===== config.mk =====
export PLATFORM = sky130hd
export DESIGN_NAME = opmem_scheduler
export DESIGN_NICKNAME = d
export VERILOG_FILES = /design/src/rtl/opmem_scheduler_pkg.sv /design/src/rtl/opmem_scheduler_rr_arbiter2.sv /design/src/rtl/opmem_scheduler.sv
export SDC_FILE = /design/constraint.sdc
export NUM_CORES = 1
export LEC_CHECK = 0
export BUFFER_PORTS_ARGS = -buffer_cell sky130_fd_sc_hd__buf_2
export CORE_MARGIN = 2
export CORE_UTILIZATION = 49
export DETAILED_ROUTE_END_ITERATION = 7
export GPL_TIMING_DRIVEN = 0
export PLACE_DENSITY = 0.84
export SETUP_SLACK_MARGIN = 0.02
export SYNTH_ARGS = -nofsm -noshare
export SYNTH_HDL_FRONTEND = slang
export SYNTH_SLANG_ARGS = --single-unit

===== constraint.sdc =====
create_clock -name clk -period 4.5 [get_ports clk]
set_input_delay 0.225 -clock clk [delete_from_list [all_inputs] [get_ports clk]]
set_output_delay 0.225 -clock clk [all_outputs]
set_load 0.05 [all_outputs]

===== src/rtl/opmem_scheduler_pkg.sv =====
// Shared definitions for the op-memory scheduler, its memory and its client blocks.
// Holds the phase encoding and the default memory geometry.
package opmem_scheduler_pkg;

  localparam int OPMEM_ADDR_W = 7;
  localparam int OPMEM_DATA_W = 11;

  typedef enum logic [1:0] {
    EDIT  = 2'd0,
    DRAIN = 2'd1,
    SHOW  = 2'd2
  } phase_e;

endpackage


===== src/rtl/opmem_scheduler_rr_arbiter2.sv =====
// Two-way round-robin arbiter, purely combinational; ptr=0 favours req[0], ptr=1 favours req[1].
// An uncontested request always wins regardless of ptr.
module rr_arbiter2 (
  input  logic [1:0] req,
  input  logic       ptr,
  output logic [1:0] gnt
);

  always_comb begin
    gnt = 2'b00;
    if (req[0] && (!ptr || !req[1])) begin
      gnt = 2'b01;
    end else if (req[1]) begin
      gnt = 2'b10;
    end
  end

endmodule


===== src/rtl/opmem_scheduler.sv =====
// Op-memory write scheduler: gnt/wren/address/data registered together one cycle after arbitration.
// Requests not granted (wrong phase, budget spent, contention) simply stay pending; define OPMEM_SCHED_STATS_EN for denied_count.
module opmem_scheduler
  import opmem_scheduler_pkg::*;
#(
  parameter int WRITE_BUDGET = 64,
  parameter int ADDR_W       = OPMEM_ADDR_W,
  parameter int DATA_W       = OPMEM_DATA_W
) (
  input  logic              clk,
  input  logic              reset,
  input  logic              frame_start,
  input  logic              frame_end,
  input  logic              req_ed,
  input  logic [ADDR_W-1:0] addr_ed,
  input  logic [DATA_W-1:0] data_ed,
  input  logic              req_kb,
  input  logic [ADDR_W-1:0] addr_kb,
  input  logic [DATA_W-1:0] data_kb,
  output logic              gnt_ed,
  output logic              gnt_kb,
  output logic [ADDR_W-1:0] address_write,
  output logic [DATA_W-1:0] data_write,
  output logic              wren,
  output logic              next_screen,
  output logic              new_state,
  output logic [1:0]        phase,
  output logic [7:0]        denied_count
);

  phase_e     state_q, state_d;
  logic [7:0] budget_q;
  logic       ptr_q;
  logic       grant_ok;
  logic       enter_edit;
  logic [1:0] elig;
  logic [1:0] win;
  logic [1:0] win_g;

  // A requester already showing a grant this cycle is still holding its old request.
  assign elig = {req_kb & ~gnt_kb, req_ed & ~gnt_ed};

  rr_arbiter2 u_arb (
    .req (elig),
    .ptr (ptr_q),
    .gnt (win)
  );

  always_comb begin
    state_d    = state_q;
    grant_ok   = 1'b0;
    enter_edit = 1'b0;
    case (state_q)
      EDIT: begin
        if (frame_end) begin
          state_d = DRAIN;
        end else begin
          grant_ok = (budget_q != 8'd0);
        end
      end
      DRAIN: state_d = SHOW;
      SHOW: begin
        if (frame_start && !frame_end) begin
          state_d    = EDIT;
          enter_edit = 1'b1;
        end
      end
      default: state_d = EDIT;
    endcase
  end

  assign win_g = grant_ok ? win : 2'b00;
  assign phase = state_q;

  always_ff @(posedge clk) begin
    if (reset) begin
      state_q       <= EDIT;
      budget_q      <= 8'(WRITE_BUDGET);
      ptr_q         <= 1'b0;
      gnt_ed        <= 1'b0;
      gnt_kb        <= 1'b0;
      wren          <= 1'b0;
      address_write <= '0;
      data_write    <= '0;
      next_screen   <= 1'b0;
      new_state     <= 1'b0;
    end else begin
      state_q     <= state_d;
      gnt_ed      <= win_g[0];
      gnt_kb      <= win_g[1];
      wren        <= |win_g;
      next_screen <= (state_q == DRAIN);
      new_state   <= enter_edit;
      if (win_g[0]) begin
        address_write <= addr_ed;
        data_write    <= data_ed;
        ptr_q         <= 1'b1;
      end else if (win_g[1]) begin
        address_write <= addr_kb;
        data_write    <= data_kb;
        ptr_q         <= 1'b0;
      end
      if (enter_edit) begin
        budget_q <= 8'(WRITE_BUDGET);
      end else if (|win_g) begin
        budget_q <= budget_q - 8'd1;
      end
    end
  end

`ifdef OPMEM_SCHED_STATS_EN
  logic [7:0] denied_q;

  always_ff @(posedge clk) begin
    if (reset) begin
      denied_q <= 8'd0;
    end else if ((state_q == EDIT) && (req_ed || req_kb) && (budget_q == 8'd0) &&
                 (win_g == 2'b00) && (denied_q != 8'hFF)) begin
      denied_q <= denied_q + 8'd1;
    end
  end

  assign denied_count = denied_q;
`else
  assign denied_count = 8'd0;
`endif

endmodule


# Yosys cells after proc, flatten, opt, wreduce, memory -nomap -nowiden
# Cells that the tools add are included.
[totals] ff_bits=34 inputBits=42 output_inout_bits=33 wordCells=47
[op_classes] n_mux=16 n_reduce_logical=12 addsub=1 eq_ne=4 bitwise_logic=4
[ops] operator="$mux W11" n=2
[ops] operator="$mux W7" n=2
[ops] operator="$mux W2" n=5
[ops] operator="$reduce_bool A8 Y1" n=1
[ops] operator="$sub A8 B1 Y8 const B" n=1
[ops] operator="$mux W1" n=6
[ops] operator="$pmux W2 S3" n=1
[ops] operator="$ne A2 B2 Y1 const B" n=2
[ops] operator="$reduce_or A2 Y1" n=2
[ops] operator="$logic_not A1 Y1" n=3
[ops] operator="$and A1 B1 Y1" n=2
[ops] operator="$eq A2 B1 Y1 const B" n=1
[ops] operator="$eq A2 B2 Y1 const B" n=1
[ops] operator="$logic_and A1 B1 Y1" n=2
[ops] operator="$logic_not A2 Y1" n=1
[ops] operator="$not A1 Y1" n=2
[ops] operator="$reduce_and A2 Y1" n=1
[ops] operator="$reduce_bool A2 Y1" n=1
[ops] operator="$logic_or A1 B1 Y1" n=1

# Depth between registers and ports, before layout
[depth] ltp_word=9 mapped_depth=7 depth_no_buf=6

# By module
# Synthesis repeated with hierarchy kept, for this count alone.
[hier_totals] cells_unflattened=203 area_unflattened_um2=1710.4
[modules_own_cells] mod="opmem_scheduler" seq_area_each_um2=680.7 cells_each=200 n_inst=1 area_each_um2=1691.6
[modules_own_cells] mod="rr_arbiter2" seq_area_each_um2=0.0 cells_each=3 n_inst=1 area_each_um2=18.8

# Worst setup path before layout
# Ideal clock, no wire load.
[synth_path] path_kind="register to register" start="reg state_q[0] (netlist: phase[0])" end="reg budget_q[4]" arrival_time_ns=1.762 path_buffers=0 setup_ns=0.070 slack_ns=2.668 required_ns=4.430 synth_period_minus_slack_ns=1.832 stages_incl_launch_ff=5 cell_sequence="dfxtp_1 or3_4 a221o_1 or3_1 a21oi_1"
[synth_between] elab_chain_cells=4 elab_cells_between_ends=7 cone_classes="eq/ne: 1; mux: 3; reduce/logical: 3"
[synth_rtl] element="from (decl)" line_no="opmem_scheduler.sv:31" text="phase_e state_q, state_d;"
[synth_rtl] element="from (signal assigned)" line_no="opmem_scheduler.sv:88" text="state_q <= state_d;"
[synth_rtl] element="$logic_not A2 Y1" line_no="opmem_scheduler.sv:53" text="case (state_q)"
[synth_rtl] element="$mux W1" line_no="opmem_scheduler.sv:53"
[synth_rtl] element="$mux W2" line_no="opmem_scheduler.sv:72" text="assign win_g = grant_ok ? win : 2'b00;"
[synth_rtl] element="$reduce_or A2 Y1" line_no="opmem_scheduler.sv:105" text="end else if (|win_g) begin"
[synth_rtl] element="to (signal assigned)" line_no="opmem_scheduler.sv:78" text="budget_q <= 8'(WRITE_BUDGET);"
[synth_rtl] element="to (signal assigned)" line_no="opmem_scheduler.sv:104" text="budget_q <= 8'(WRITE_BUDGET);"
[synth_rtl] element="to (signal assigned)" line_no="opmem_scheduler.sv:106" text="budget_q <= budget_q - 8'd1;"
[synth_rtl] element="to (decl)" line_no="opmem_scheduler.sv:32" text="logic [7:0] budget_q;"
# Parallel ways exist; a longest one is shown, timed or not.
# A chain may end at the register's enable or synchronous reset.

# Worst setup path after layout
[layout_path] start="reg budget_q[0]" end="reg data_write[1]"
[layout_between] elab_chain_cells=5 elab_cells_between_ends=6 cone_classes="mux: 4; reduce/logical: 2"
[layout_rtl] element="$reduce_bool A8 Y1 *" line_no="opmem_scheduler.sv:58" text="grant_ok = (budget_q != 8'd0);"
[layout_rtl] element="$mux W1 *" line_no="opmem_scheduler.sv:55" text="if (frame_end) begin"
[layout_rtl] element="$mux W1 *" line_no="opmem_scheduler.sv:53"
[layout_rtl] element="$mux W2 *" line_no="opmem_scheduler.sv:72"
[layout_rtl] element="$mux W11 or $reduce_bool A2 Y1 (tied branches)"
[layout_rtl] element="to (signal assigned)" line_no="opmem_scheduler.sv:96" text="data_write <= data_ed;"
[layout_rtl] element="to (signal assigned)" line_no="opmem_scheduler.sv:100" text="data_write <= data_kb;"
[layout_rtl] element="to (decl)" line_no="opmem_scheduler.sv:23" text="output logic [DATA_W-1:0] data_write,"
# Every way passes the cells marked *; elsewhere a longest branch is shown, timed or not.

==> results.rst <==
.. list-table::
   :header-rows: 1

   * - Metric
     - Value
   * - Number of instances in the synthesized netlist
     - 169
   * - Hold-critical path endpoint
     - budget_q[5]$_SDFFE_PP0P_
   * - Post-synth top area cell
     - sky130_fd_sc_hd__dfxtp_1
   * - #FFs+latches synth
     - 34
   * - Endpoint of the most critical register-to-register path
     - data_write[1]$_SDFFE_PP0P_
   * - Antenna viol nets, final
     - 0
   * - Final design instance area without fill
     - 0.00205 mm^2
   * - Fraction of registers with async set/reset
     - 0%
   * - Final clock period utilization by the worst path
     - 44.0%
   * - Path depth of the worst reg2reg path
     - 7
   * - Number of antenna violations at the first check in global routing
     - 0
   * - Setup repair after global routing missed its margin
     - false
   * - Antenna diode count
     - 0
   * - Effective utilization at floorplan
     - 51.6%
   * - Fraction of layout cells with a size suffix above 1
     - 36.4%
   * - Worst-Margin Slew
     - 0.630 ns
   * - Area enclosed by the die boundary
     - 0.00368 mm^2
   * - Number of placed I/O pins
     - 75
   * - Clock transition time at the flip-flop clock pins of the worst setup and hold paths
     - 0.11 ns
   * - H-tree levels
     - 2
   * - Drt initial violations
     - 29
   * - Number of maximum-capacitance violations
     - 0
   * - Inserted Clock Buffers
     - 5
   * - Sequential area share after synthesis
     - 43.2%
   * - Flop-to-flop setup slack
     - 2.52 ns
   * - Kind of start point of the critical path
     - register
   * - Vias after detailed routing
     - 1472
   * - Number of max-slew violations in the final report
     - 0
   * - Worst hold path startpoint
     - reset
   * - Clock tree from TritonCTS
     - done
   * - CTS root buf
     - sky130_fd_sc_hd__clkbuf_4
   * - Sink Count
     - 34
   * - Biggest area contributors in the synthesized netlist
     - sky130_fd_sc_hd__dfxtp_1 (43%), sky130_fd_sc_hd__mux2i_1 (12%), sky130_fd_sc_hd__a211oi_1 (8.6%)
   * - Largest net degree at the start of global routing
     - 12
   * - Detail Placement HPWL
     - 2.52 mm
   * - Shortest period the worst path allows
     - 1.98 ns
   * - Most used flip-flop cell after synthesis
     - sky130_fd_sc_hd__dfxtp_1
   * - Insertion delay of the later-clocked pin in the worst-skew pair
     - 0.34 ns
   * - First-pass iteration count of the detailed router
     - 4
   * - Cell at the slowest stage of the critical path
     - sky130_fd_sc_hd__a221oi_2
   * - Stage delay of the slowest cell on the critical path
     - 0.42 ns
   * - Worst IR Drop VDD
     - 0.000262 V
   * - Last weighted congestion value of the routability-driven placer
     - 0.747
   * - Wirelength per Cell
     - 11.4 um
   * - Number of filler instances in the final layout
     - 289
   * - Y dimension of the die
     - 60.7 um
   * - Maximum clock skew at final layout
     - 0.00619 ns
   * - Via count of the first global-routing pass
     - 1300
   * - Final routed wirelength across all metal layers
     - 3.36 mm
   * - Overall overflow remaining after global route
     - 0
   * - Total global routing track utilization
     - 20.4%
   * - Final setup violation count
     - 0
   * - Outcome
     - finished clean
   * - Leakage
     - 1.02 nW
   * - Worst slew slack as a fraction of its limit
     - 57.4%
   * - WHS Path Cells
     - 3
   * - Cells traversed along the worst timing path
     - inv_1, ha_1, nor3b_1, a221oi_2, buf_2, nor2_1, a211oi_1
   * - Maximum net fanout on the critical path
     - 10
   * - Power Dens Cells
     - 384 mW/mm^2
   * - Count of cell types in the netlist
     - 33
   * - Mean number of vias per cell
     - 5.01
   * - Area of placed instances
     - 0.00199 mm^2
   * - Data required, critical path
     - 4.75 ns
   * - Hold buffer count at CTS
     - 0
   * - Sum Neg Setup Slack
     - 0 ns
   * - Total standard cell area after synthesis
     - 0.00158 mm^2
   * - Floorplan Core Area
     - 0.00305 mm^2
   * - Clock Tree Buf Depth
     - 2
   * - Worst hold path class
     - input port to register
   * - Global-route wire length before repair
     - 5.44 mm
   * - Area share of the largest cell type after synthesis
     - 43.2%
   * - Setup Buffers After CTS
     - 0
   * - Critical path class
     - register to register
   * - Width of the chip
     - 60.7 um
   * - Count of standard-cell rows
     - 20
   * - Timing-limited maximum frequency
     - 505 MHz
   * - Synth warn
     - 0
   * - # DRC
     - 0
   * - # nets final
     - 293
   * - CP arrival
     - 2.23 ns
   * - Leading cell types by count after synthesis
     - sky130_fd_sc_hd__dfxtp_1 (34), sky130_fd_sc_hd__nor2_1 (23), sky130_fd_sc_hd__mux2i_1 (19)
   * - Synthesized area divided by synthesized cell count
     - 9.32 um^2
   * - Endpoint type of the worst setup path
     - register
   * - Post-CTS resize count
     - 0
   * - Buffers added on ports
     - 66
   * - Worst r2r src
     - budget_q[0]$_SDFFE_PP0P_
   * - Number of hold-slack violations in the final timing report
     - 0
   * - Most common cell in the synthesized netlist
     - sky130_fd_sc_hd__dfxtp_1
   * - Area growth from synthesis to layout
     - 30.2%
   * - Number of flops mapped to enable cells by yosys
     - 0
[power by group]
group	switching, mW	internal (mW)
logic	0.170	0.0850
clock network	0.107	0.0750
registers	0.0192	0.331
total	0.297	0.491
[metrics by stage]
stage	std cells	total power, mW	setup WS [ns]	hold WS (ns)	utilization (%)
global route	294	0.832	2.38	0.174	67.2
detailed placement	286	0.613	2.62	0.476	65.1
CTS	294	0.791	2.51	0.170	67.2
finish	294	0.788	2.52	0.172	67.2
global placement	286	0.608	2.66	0.463	65.1
floorplan	176	0.551	2.67	0.397	-
[kinds of logic after synthesis]
family	Yosys count	share of synthesized area [%]
buf+inv	21	7.62
mux	19	12.1
fa+ha+maj	2	1.59
simple gates	55	19.1
other cells	1	0.238
compound gates	37	16.2
flops	34	43.2
[worst max-delay path by stage]
stage | start | to | cells past startpoint
CTS | budget_q[0]$_SDFFE_PP0P_ | data_write[1]$_SDFFE_PP0P_ | 7
global route | budget_q[0]$_SDFFE_PP0P_ | data_write[1]$_SDFFE_PP0P_ | 7
global placement | budget_q[0]$_SDFFE_PP0P_ | budget_q[7]$_SDFFE_PP0P_ | 7
detailed placement | budget_q[0]$_SDFFE_PP0P_ | address_write[3]$_SDFFE_PP0P_ | 6
floorplan | phase[0]$_SDFFE_PP0P_ | budget_q[4]$_SDFFE_PP0P_ | 4
finish | budget_q[0]$_SDFFE_PP0P_ | data_write[1]$_SDFFE_PP0P_ | 7
[cell type report]
type                       count  area, um^2  area share (%)
sequential                    34         681            33.2
clock inverter                 2        12.5           0.610
clock buffer                   6        51.3            2.50
inverter                       4        15.0           0.732
multi-input combinational    121         801            39.0
buffer                        17         105            5.13
timing repair buffer          66         330            16.1
tap                           44        55.1            2.68
[metal layers]
layer	up-vias	GRT usage [%]	wire length, um
met5	-	0	0
met4	0	7.76	19
met3	2	7.68	266
met2	51	33.3	1600
met1	663	24.4	1480
li1	756	-	-
[sequential cells by signal, summed over array words and instances (netlist names)]
register,cells
address_write,7
budget_q,8
data_write,11
gnt_ed,1
gnt_kb,1
new_state,1
next_screen,1
phase,2
ptr_q,1
wren,1
[layout by cell type, fill, tap and decap left out, drive strengths merged]
cell type  Yosys  final
clkinvlp       0      1
nor3b          2      2
or3            8      8
mux2i         19     19
a21o           2      2
and4           1      1
nand4b         2      2
buf           13     79
nor3           2      2
clkbuf         4     10
clkinv         0      1
nand3b         1      1
inv            4      4
nor2b          2      2
a31oi          1      1
or2            2      2
a221o          1      1
nand2          5      5
nor4bb         1      1
nor2          23     23
a211oi        18     18
conb           1      8
a21oi          6      6
nor4           1      1
nand2b         4      4
nor4b          1      1
ha             2      2
a221oi         1      1
dfxtp         34     34
o21ai          7      7
a311oi         1      1
[critical path, delay by kind of cell, from the launching register on]
family / cells / cell delay, ns
AO/OA/AOI/OAI: 2 / 0.69
adder cells (fa/ha/maj): 1 / 0.20
buffers and inverters: 2 / 0.38
flip-flops: 1 / 0.38
AND/OR/NAND/NOR: 2 / 0.23
(Power assumes the default switching activity.)
